File: src/rtl/apb_arb_pkg.sv
// rtl/apb_arb_pkg.sv - shared types and constants for the arbitrating APB master
package apb_arb_pkg;
   localparam int APB_AW      = 32;
   localparam int APB_DW      = 32;
   localparam int APB_MAX_SLV = 16;

   typedef enum logic [1:0] {
      IDLE   = 2'd0,
      SETUP  = 2'd1,
      ACCESS = 2'd2
   } apb_arb_state_e;
endpackage

File: src/rtl/rr_arbiter.sv
// rtl/rr_arbiter.sv - round-robin arbiter, one-hot grant, pointer moves past each taken grant
module rr_arbiter #(
   parameter int N = 2
) (
   input  logic         clk,
   input  logic         resetn,
   input  logic [N-1:0] req,
   input  logic         advance,
   output logic [N-1:0] gnt
);
   localparam int PW = (N > 1) ? $clog2(N) : 1;

   logic [PW-1:0] ptr_q, ptr_d, nxt;
   logic          found;

   // First pass covers requesters at/after the pointer, second pass wraps around.
   always_comb begin
      gnt   = '0;
      found = 1'b0;
      nxt   = ptr_q;
      for (int i = 0; i < N; i++) begin
         if (!found && req[i] && i >= int'(ptr_q)) begin
            gnt[i] = 1'b1;
            found  = 1'b1;
            nxt    = (i == N - 1) ? '0 : PW'(i + 1);
         end
      end
      for (int i = 0; i < N; i++) begin
         if (!found && req[i] && i < int'(ptr_q)) begin
            gnt[i] = 1'b1;
            found  = 1'b1;
            nxt    = (i == N - 1) ? '0 : PW'(i + 1);
         end
      end
      ptr_d = advance ? nxt : ptr_q;
   end

   always_ff @(posedge clk) begin
      if (!resetn) ptr_q <= '0;
      else         ptr_q <= ptr_d;
   end
endmodule

File: src/rtl/apb_arb_master.sv
// rtl/apb_arb_master.sv - shares one APB bus among NUM_REQ requesters
// with address decode, wait-state handling and a hung-transfer watchdog.
module apb_arb_master
   import apb_arb_pkg::*;
#(
   parameter int NUM_REQ = 2,
   parameter int NUM_SLV = 16,
   parameter int SEL_LSB = 12,
   parameter int TIMEOUT = 255
) (
   input  logic                      PCLK,
   input  logic                      PRESETn,
   input  logic [NUM_REQ-1:0]        req_valid,
   output logic [NUM_REQ-1:0]        req_ready,
   input  logic [NUM_REQ-1:0]        req_write,
   input  logic [NUM_REQ*APB_AW-1:0] req_addr,
   input  logic [NUM_REQ*APB_DW-1:0] req_wdata,
   output logic [NUM_REQ-1:0]        rsp_valid,
   output logic [APB_DW-1:0]         rsp_rdata,
   output logic                      rsp_err,
   output logic [APB_AW-1:0]         PADDR,
   output logic [APB_DW-1:0]         PWDATA,
   output logic                      PWRITE,
   output logic                      PENABLE,
   output logic [APB_MAX_SLV-1:0]    PSEL,
   input  logic [APB_DW-1:0]         PRDATA,
   input  logic                      PREADY
);
   localparam int TW = (TIMEOUT > 1) ? $clog2(TIMEOUT + 1) : 1;
   localparam logic [APB_MAX_SLV-1:0] SLV_MASK = APB_MAX_SLV'((32'h1 << NUM_SLV) - 32'h1);

   apb_arb_state_e           state_q, state_d;
   logic [NUM_REQ-1:0]       own_q, own_d, rsp_valid_q, rsp_valid_d, gnt;
   logic [APB_AW-1:0]        paddr_q, paddr_d, win_addr;
   logic [APB_DW-1:0]        pwdata_q, pwdata_d, rsp_rdata_q, rsp_rdata_d, win_wdata;
   logic                     pwrite_q, pwrite_d, penable_q, penable_d, rsp_err_q, rsp_err_d;
   logic                     win_write, grant;
   logic [APB_MAX_SLV-1:0]   psel_q, psel_d, sel_onehot;
   logic [TW-1:0]            wd_q, wd_d;

   assign grant = (state_q == IDLE) && (|req_valid);

   rr_arbiter #(.N(NUM_REQ)) u_arb (
      .clk     (PCLK),
      .resetn  (PRESETn),
      .req     (req_valid),
      .advance (grant),
      .gnt     (gnt)
   );

   always_comb begin
      win_addr  = '0;
      win_wdata = '0;
      win_write = 1'b0;
      for (int i = 0; i < NUM_REQ; i++) begin
         if (gnt[i]) begin
            win_addr  = req_addr[APB_AW*i +: APB_AW];
            win_wdata = req_wdata[APB_DW*i +: APB_DW];
            win_write = req_write[i];
         end
      end
      // Unpopulated slave indices mask to zero, which doubles as the decode-error flag.
      sel_onehot = SLV_MASK & (APB_MAX_SLV'(1) << win_addr[SEL_LSB+3:SEL_LSB]);
   end

   always_comb begin
      state_d     = state_q;
      own_d       = own_q;
      paddr_d     = paddr_q;
      pwdata_d    = pwdata_q;
      pwrite_d    = pwrite_q;
      penable_d   = penable_q;
      psel_d      = psel_q;
      wd_d        = wd_q;
      rsp_valid_d = '0;
      rsp_err_d   = 1'b0;
      rsp_rdata_d = '0;
      case (state_q)
         IDLE: begin
            psel_d    = '0;
            penable_d = 1'b0;
            wd_d      = '0;
            if (grant) begin
               own_d = gnt;
               if (|sel_onehot) begin
                  state_d  = SETUP;
                  psel_d   = sel_onehot;
                  paddr_d  = win_addr;
                  pwdata_d = win_wdata;
                  pwrite_d = win_write;
               end else begin
                  rsp_valid_d = gnt;
                  rsp_err_d   = 1'b1;
               end
            end
         end
         SETUP: begin
            penable_d = 1'b1;
            state_d   = ACCESS;
         end
         ACCESS: begin
            if (PREADY) begin
               state_d     = IDLE;
               psel_d      = '0;
               penable_d   = 1'b0;
               rsp_valid_d = own_q;
               rsp_rdata_d = pwrite_q ? '0 : PRDATA;
            end else if (TIMEOUT != 0 && wd_q == TW'(TIMEOUT - 1)) begin
               state_d     = IDLE;
               psel_d      = '0;
               penable_d   = 1'b0;
               rsp_valid_d = own_q;
               rsp_err_d   = 1'b1;
            end else begin
               wd_d = wd_q + 1'b1;
            end
         end
         default: state_d = IDLE;
      endcase
   end

   always_ff @(posedge PCLK) begin
      if (!PRESETn) begin
         state_q     <= IDLE;
         own_q       <= '0;
         paddr_q     <= '0;
         pwdata_q    <= '0;
         pwrite_q    <= 1'b0;
         penable_q   <= 1'b0;
         psel_q      <= '0;
         wd_q        <= '0;
         rsp_valid_q <= '0;
         rsp_err_q   <= 1'b0;
         rsp_rdata_q <= '0;
      end else begin
         state_q     <= state_d;
         own_q       <= own_d;
         paddr_q     <= paddr_d;
         pwdata_q    <= pwdata_d;
         pwrite_q    <= pwrite_d;
         penable_q   <= penable_d;
         psel_q      <= psel_d;
         wd_q        <= wd_d;
         rsp_valid_q <= rsp_valid_d;
         rsp_err_q   <= rsp_err_d;
         rsp_rdata_q <= rsp_rdata_d;
      end
   end

   assign req_ready = (state_q == IDLE) ? gnt : '0;
   assign rsp_valid = rsp_valid_q;
   assign rsp_err   = rsp_err_q;
   assign rsp_rdata = rsp_rdata_q;
   assign PADDR     = paddr_q;
   assign PWDATA    = pwdata_q;
   assign PWRITE    = pwrite_q;
   assign PENABLE   = penable_q;
   assign PSEL      = psel_q;
endmodule

File: config.mk
export PLATFORM = sky130hd
export DESIGN_NAME = apb_arb_master
export DESIGN_NICKNAME = d
export VERILOG_FILES = /design/src/rtl/apb_arb_pkg.sv /design/src/rtl/rr_arbiter.sv /design/src/rtl/apb_arb_master.sv
export SDC_FILE = /design/constraint.sdc
export NUM_CORES = 1
export LEC_CHECK = 0
export CORE_ASPECT_RATIO = 1.75
export CORE_MARGIN = 2
export CORE_UTILIZATION = 38
export CTS_CLUSTER_DIAMETER = 60
export DETAILED_ROUTE_END_ITERATION = 10
export HOLD_SLACK_MARGIN = 0.08
export PLACE_DENSITY = 0.88
export SYNTH_ARGS = -nofsm -noshare
export SYNTH_HDL_FRONTEND = slang
export SYNTH_HIERARCHICAL = 1
export SYNTH_SLANG_ARGS = --single-unit
File: constraint.sdc
create_clock -name PCLK -period 2.35 [get_ports PCLK]
set_clock_uncertainty 0.05 [all_clocks]
set_input_delay 0.3525 -clock PCLK [delete_from_list [all_inputs] [get_ports PCLK]]
set_output_delay 0.3525 -clock PCLK [all_outputs]
set_load 0.005 [all_outputs]
Yosys cells after proc, flatten, opt, wreduce, memory -nomap -nowiden
Cells that the tools add are included.
- flip-flop bits (word level): 130
- logic and storage cells: 88
- output and inout bits: 119
- bitwise gates (word level): 3
- reductions and logical operators: 21
- mux-type cells: 40
- equal/unequal tests: 8
- $lt $le $gt $ge: 2
- add/sub/neg operators: 1
- shifts and indexed selects: 1
- operators by type and width (cell ; count):
    $mux W32 ; 4
    $mux W16 ; 4
    $pmux W16 S2 ; 1
    $mux W2 ; 9
    $mux W8 ; 2
    $pmux W8 S2 ; 1
    $reduce_or A16 Y1 ; 1
    $shl A1 B4 Y16 const A ; 1
    $mux W1 ; 15
    $reduce_and A3 Y1 ; 3
    $add A8 B1 Y8 const B ; 1
    $eq A8 B8 Y1 const B ; 1
    $reduce_and A2 Y1 ; 4
    $pmux W2 S3 ; 1
    $reduce_bool A3 Y1 ; 2
    $logic_and A1 B1 Y1 ; 5
    $ne A2 B1 Y1 const B ; 2
    $ne A2 B2 Y1 const B ; 2
    $pmux W2 S2 ; 1
    $reduce_or A4 Y1 ; 1
    $ne A3 B3 Y1 const B ; 1
    $not A1 Y1 ; 3
    $pmux W1 S3 ; 1
    $eq A2 B1 Y1 const B ; 1
    other kinds (8) ; 9

Logic depth before layout (Yosys ltp)
- word-level depth: 17
- gate-level depth with buffers: 8
- depth with buffers taken out: 6

Modules after synthesis
The synthesis kept the hierarchy.
- modules (own cells, without submodules) (module ; instances ; cells an instance ; seq. area each (µm²) ; area each (µm²)):
    apb_arb_master ; 1 ; 546 ; 2582.5 ; 4903.5
    rr_arbiter ; 1 ; 7 ; 20.0 ; 61.3

Worst setup path before layout
No wires, ideal clock.
- path type: input port to flip-flop
- start point: in req_valid[0]
- end point: reg psel_q[9] (netlist: PSEL[9])
- path buffers: 1
- data arrival time: 1656 ps
- library setup time: 71 ps
- stages on the path: 6
- path slack: 573 ps
- cells stage by stage: a21boi_0 -> nor2b_4 -> buf_4 -> a22oi_1 -> or3_1 -> o2bb2ai_1
- longest elaborated chain between the ends: 16
- elaborated cells on any way between the ends: 19
- RTL lines (what ; line ; RTL):
    start, declared ; apb_arb_master.sv:13 ; input logic [NUM_REQ-1:0] req_valid,
    $logic_and A1 B1 Y1 ; rr_arbiter.sv:22 ; if (!found && req[i] && i >= int'(ptr_q)) begin
    $mux W1 ; rr_arbiter.sv:22 ;
    $logic_not A1 Y1 ; rr_arbiter.sv:22 ;
    $logic_and A1 B1 Y1 ; rr_arbiter.sv:22 ;
    $mux W1 ; rr_arbiter.sv:22 ;
    $logic_not A1 Y1 ; rr_arbiter.sv:29 ; if (!found && req[i] && i < int'(ptr_q)) begin
    $logic_and A1 B1 Y1 (2 in a row) ; rr_arbiter.sv:29 ;
    $mux W1 ; rr_arbiter.sv:29 ;
    $mux W32 (2 in a row) ; apb_arb_master.sv:56 ; if (gnt[i]) begin
    $shl A1 B4 Y16 ; apb_arb_master.sv:63 ; sel_onehot = SLV_MASK & (APB_MAX_SLV'(1) << win_addr[SEL_LSB+3:SEL_LSB]);
    $reduce_or A16 Y1 ; apb_arb_master.sv:85 ; if (|sel_onehot) begin
    $mux W16 ; apb_arb_master.sv:85 ;
    $mux W16 * ; apb_arb_master.sv:83 ; if (grant) begin
    $pmux W16 S2 * ; apb_arb_master.sv:78 ; case (state_q)
    end signal, assigned ; apb_arb_master.sv:142 ; psel_q <= psel_d;
    end, declared ; apb_arb_master.sv:38 ; logic [APB_MAX_SLV-1:0] psel_q, psel_d, sel_onehot;
Every way passes the cells marked *; elsewhere a longest branch is shown, timed or not.
A chain may end at the register's enable or synchronous reset.

Worst setup path in the final report
- start point: reg u_arb.ptr_q
- end point: out req_ready[1]
- longest elaborated chain between the ends: 7
- RTL lines (what ; line ; RTL):
    start, declared ; rr_arbiter.sv:13 ; logic [PW-1:0] ptr_q, ptr_d, nxt;
    start signal, assigned ; rr_arbiter.sv:40 ; else ptr_q <= ptr_d;
    $ge A1 B1 Y1 ; rr_arbiter.sv:22 ;
    $logic_and A1 B1 Y1 ; rr_arbiter.sv:22 ;
    $mux W1 ; rr_arbiter.sv:22 ;
    $logic_not A1 Y1 ; rr_arbiter.sv:22 ;
    $logic_and A1 B1 Y1 ; rr_arbiter.sv:22 ;
    $mux W1 ; rr_arbiter.sv:22 ;
    named net gnt[1] ; apb_arb_master.sv:33 ; logic [NUM_REQ-1:0] own_q, own_d, rsp_valid_q, rsp_valid_d, gnt;
    $mux W2 ; apb_arb_master.sv:150 ; assign req_ready = (state_q == IDLE) ? gnt : '0;
    end, declared ; apb_arb_master.sv:14 ; output logic [NUM_REQ-1:0] req_ready,
The timed path passes the listed nets, and every way through them passes these cells.

==> flow_summary.ini <==
[outcome]
outcome = finished clean

[yosys]
synth_edf_count = 0
synth.most_common_cell = dfxtp_1
syn_nets = 722
avgSynthCellArea_sq_um = 8.98
synth_ff_type = dfxtp_1
synth_area_sq_um = 4960
synth_top_area_share = 0.524
syn_inst = 553
yosysSeqAreaShare = 0.524
synth_seq_cells = 130
synthTopCellsByArea = dfxtp_1, nand2_1, a31oi_1, and2_1, nand3_1
synth_area_leader_cell = dfxtp_1
synth_cell_types = 46
synthTopCellsByCount = dfxtp_1, nand2_1, nand3_1, a31oi_1
synth_async_sr_flop_share = 0
yosysWarningCount = 6

[routing]
ant_nets = 0
dr.pass1.iters = 5
drt_iter0_markers = 257
drc = 0
drt-total-wl_microns = 19000
vias_per_cell = 5.36
num_vias = 5460
wire_per_inst_microns = 18.7

[die]
core_area_sq_um = 12900
fp.dieH_microns = 155
die_width_microns = 90.4
dieArea_sq_um = 14000
ios = 286
start_util = 0.386
num_rows = 55

[worst_setup_path]
rrSetupSlack_ns = 0.45
timing.rr.start = wd_q[0]$_SDFFE_PN0P_
crit_start = u_arb/ptr_q$_SDFFE_PN0P_
cp-end-kind = output pin
critPathLaunchType = flop
crit_fanout = 4
worst-endpoint-arrival_ns = 1.78
reg2reg_to = wd_q[4]$_SDFFE_PN0P_
crit_end = req_ready[1]
crit_required_ns = 1.95
r2r_cells = 6
crit_type = reg2out

[min_path]
min_path_type = in2reg

[cells_and_area]
multi_input_area_sq_um = 2150
fin_cells = 1019
fillers = 975
drive_above_1_share = 0.0755
nNetsFinal = 1004
num_antenna_cells = 0
synthToLayoutAreaGrowth_pct = 74.0
fin_area_sq_um = 8640
regArea_sq_um = 2600

[pwr]
swShare = 0.262
combinationalPowerShare = 0.185
sequentialPowerShare = 0.388
power_density_nw_per_um2 = 720
clkPwrFrac = 0.427
p_sw_mw = 1.63
peakVddDrop_mv = 0.507
power.internal_mw = 4.59
p_total_mw = 6.22
p_leak_nw = 3.15

[grt]
overflow = 0
track_usage = 0.266
grt_pass1_wl_microns = 29400
antenna_found_initial = 0
grt_pass1_vias = 5436
grt_max_degree = 73

[sta]
min_period_ns = 2.18
hold_viol_final = 0
finalSetupViolCount = 0
finalCritPeriodShare = 0.927
hold_ws_ns = 0.321
drv_slew = 0
tns_ns = 0
slew_headroom = 0.451
max_freq_ghz = 0.459
tightestPinTransition_ns = 0.823
rsz0062_at_grt = false

[clocking]
worstSkewPairLatency_ns = 0.41
cts_buffers = 17
clk_pin_slew_ns = 0.06
cts.sinks = 130
hold_buffers = 0
cts_tree = built
cts_buffer_depth = 2
cts_setup_buffers = 0
htree_levels = 4
cts-root-buf = clkbuf_16

[place]
dp.cells = 987
port_buffers = 285
hpwl_microns = 13600
gp_congestion = 0.801
dpl_cell_area_sq_um = 8030

[run]
maxCapViolCount = 0
-- worst min path at each step --
stage | from | endpoint | slack [ns] | cells past startpoint
6_report | req_valid[1] | u_arb/ptr_q$_SDFFE_PN0P_ | 0.32 | 3
5_1_grt | req_valid[1] | u_arb/ptr_q$_SDFFE_PN0P_ | 0.33 | 3
4_1_cts | own_q[0]$_SDFFE_PN0P_ | own_q[0]$_SDFFE_PN0P_ | 0.41 | 2
3_5_place_dp | own_q[0]$_SDFFE_PN0P_ | rsp_valid[0]$_SDFF_PN0_ | 0.40 | 1
3_3_place_gp | own_q[1]$_SDFFE_PN0P_ | rsp_valid[1]$_SDFF_PN0_ | 0.39 | 1
2_1_floorplan | own_q[0]$_SDFFE_PN0P_ | rsp_valid[0]$_SDFF_PN0_ | 0.38 | 1
-- logic make-up (layout without fill, tap and decap cells) --
kind of cell	after synthesis	count (layout)	synth area share
AO/OA/AOI/OAI	111	111	0.165
XOR/XNOR	2	2	0.00353
adder cells (fa/ha/maj)	2	2	0.00504
buffers and inverters	48	343	0.0459
flip-flops	130	130	0.524
multiplexers	1	1	0.00202
AND/OR/NAND/NOR	259	259	0.255
-- final cells by class --
| cell class | instances | share of cell area |
|---|---|---|
| well taps | 171 | 0.0248 |
| inverters | 7 | 0.00304 |
| clock buffers | 19 | 0.0513 |
| flip-flops and latches | 130 | 0.301 |
| clock inverters | 13 | 0.0174 |
| repair buffers | 304 | 0.353 |
| multi-input cells | 375 | 0.249 |
-- worst max-delay path, cell delays in order, from the launching register on --
cell and delay (ns):
dfxtp_1 0.38, inv_1 0.10, a21boi_4 0.21, and2_1 0.16, clkdlybuf4s50_1 0.52
-- sequential cells by signal, summed over array words and instances, names as in the netlist, 2 cells and up --
signal,count
PADDR,32
PSEL,16
PWDATA,32
own_q,2
rsp_rdata,32
rsp_valid,2
state_q,2
wd_q,8
-- cell usage in the layout (no fill, tap or decap), drive strengths merged, types with 3 or more instances in the layout --
| cell type | n |
|---|---|
| nor3 | 28 |
| o21ai | 7 |
| clkinvlp | 4 |
| nand2 | 88 |
| and3 | 3 |
| buf | 19 |
| nand4 | 3 |
| or4 | 3 |
| clkbuf | 19 |
| a211oi | 4 |
| o2bb2ai | 8 |
| a22oi | 4 |
| nor2 | 37 |
| nand3 | 45 |
| a21boi | 5 |
| a22o | 10 |
| clkinv | 3 |
| o211ai | 3 |
| a31oi | 39 |
| and2 | 36 |
| a221oi | 23 |
| dfxtp | 130 |
| inv | 11 |
| a21oi | 5 |
| or3 | 4 |
| clkdlybuf4s50 | 283 |
-- per-layer routing --
metal | vias up | GRT usage | part of all wire
li1 | 2537 | - | -
met4 | 0 | 0.138 | 0.044
met1 | 2563 | 0.271 | 0.35
met5 | - | 0 | 0
met2 | 306 | 0.483 | 0.53
met3 | 54 | 0.0847 | 0.077
-- power groups by stage --
stage / Clock [mW] / Sequential, mW / Combinational (mW)
finish: 2.66 / 2.42 / 1.15
global route: 2.80 / 2.43 / 1.24
CTS: 2.69 / 2.42 / 1.15
detailed placement: 0 / 2.46 / 1.14
global placement: 0 / 2.45 / 1.12
floorplan: 0 / 2.46 / 0.428
-- what timing repair did --
action | 4_1_cts | 5_1_grt
gates resized for setup | 0 | 4
endpoints found under the hold margin | 0 | 0
setup endpoints to repair | 0 | 1
-- through the flow --
stage	setup WS, ns	util
floorplan	0.573	-
global placement	0.0449	0.624
detailed placement	0.0323	0.624
CTS	0.0105	0.670
global route	0.104	0.671
finish	0.172	0.671
No activity file was read; power rests on OpenSTA's default activity.
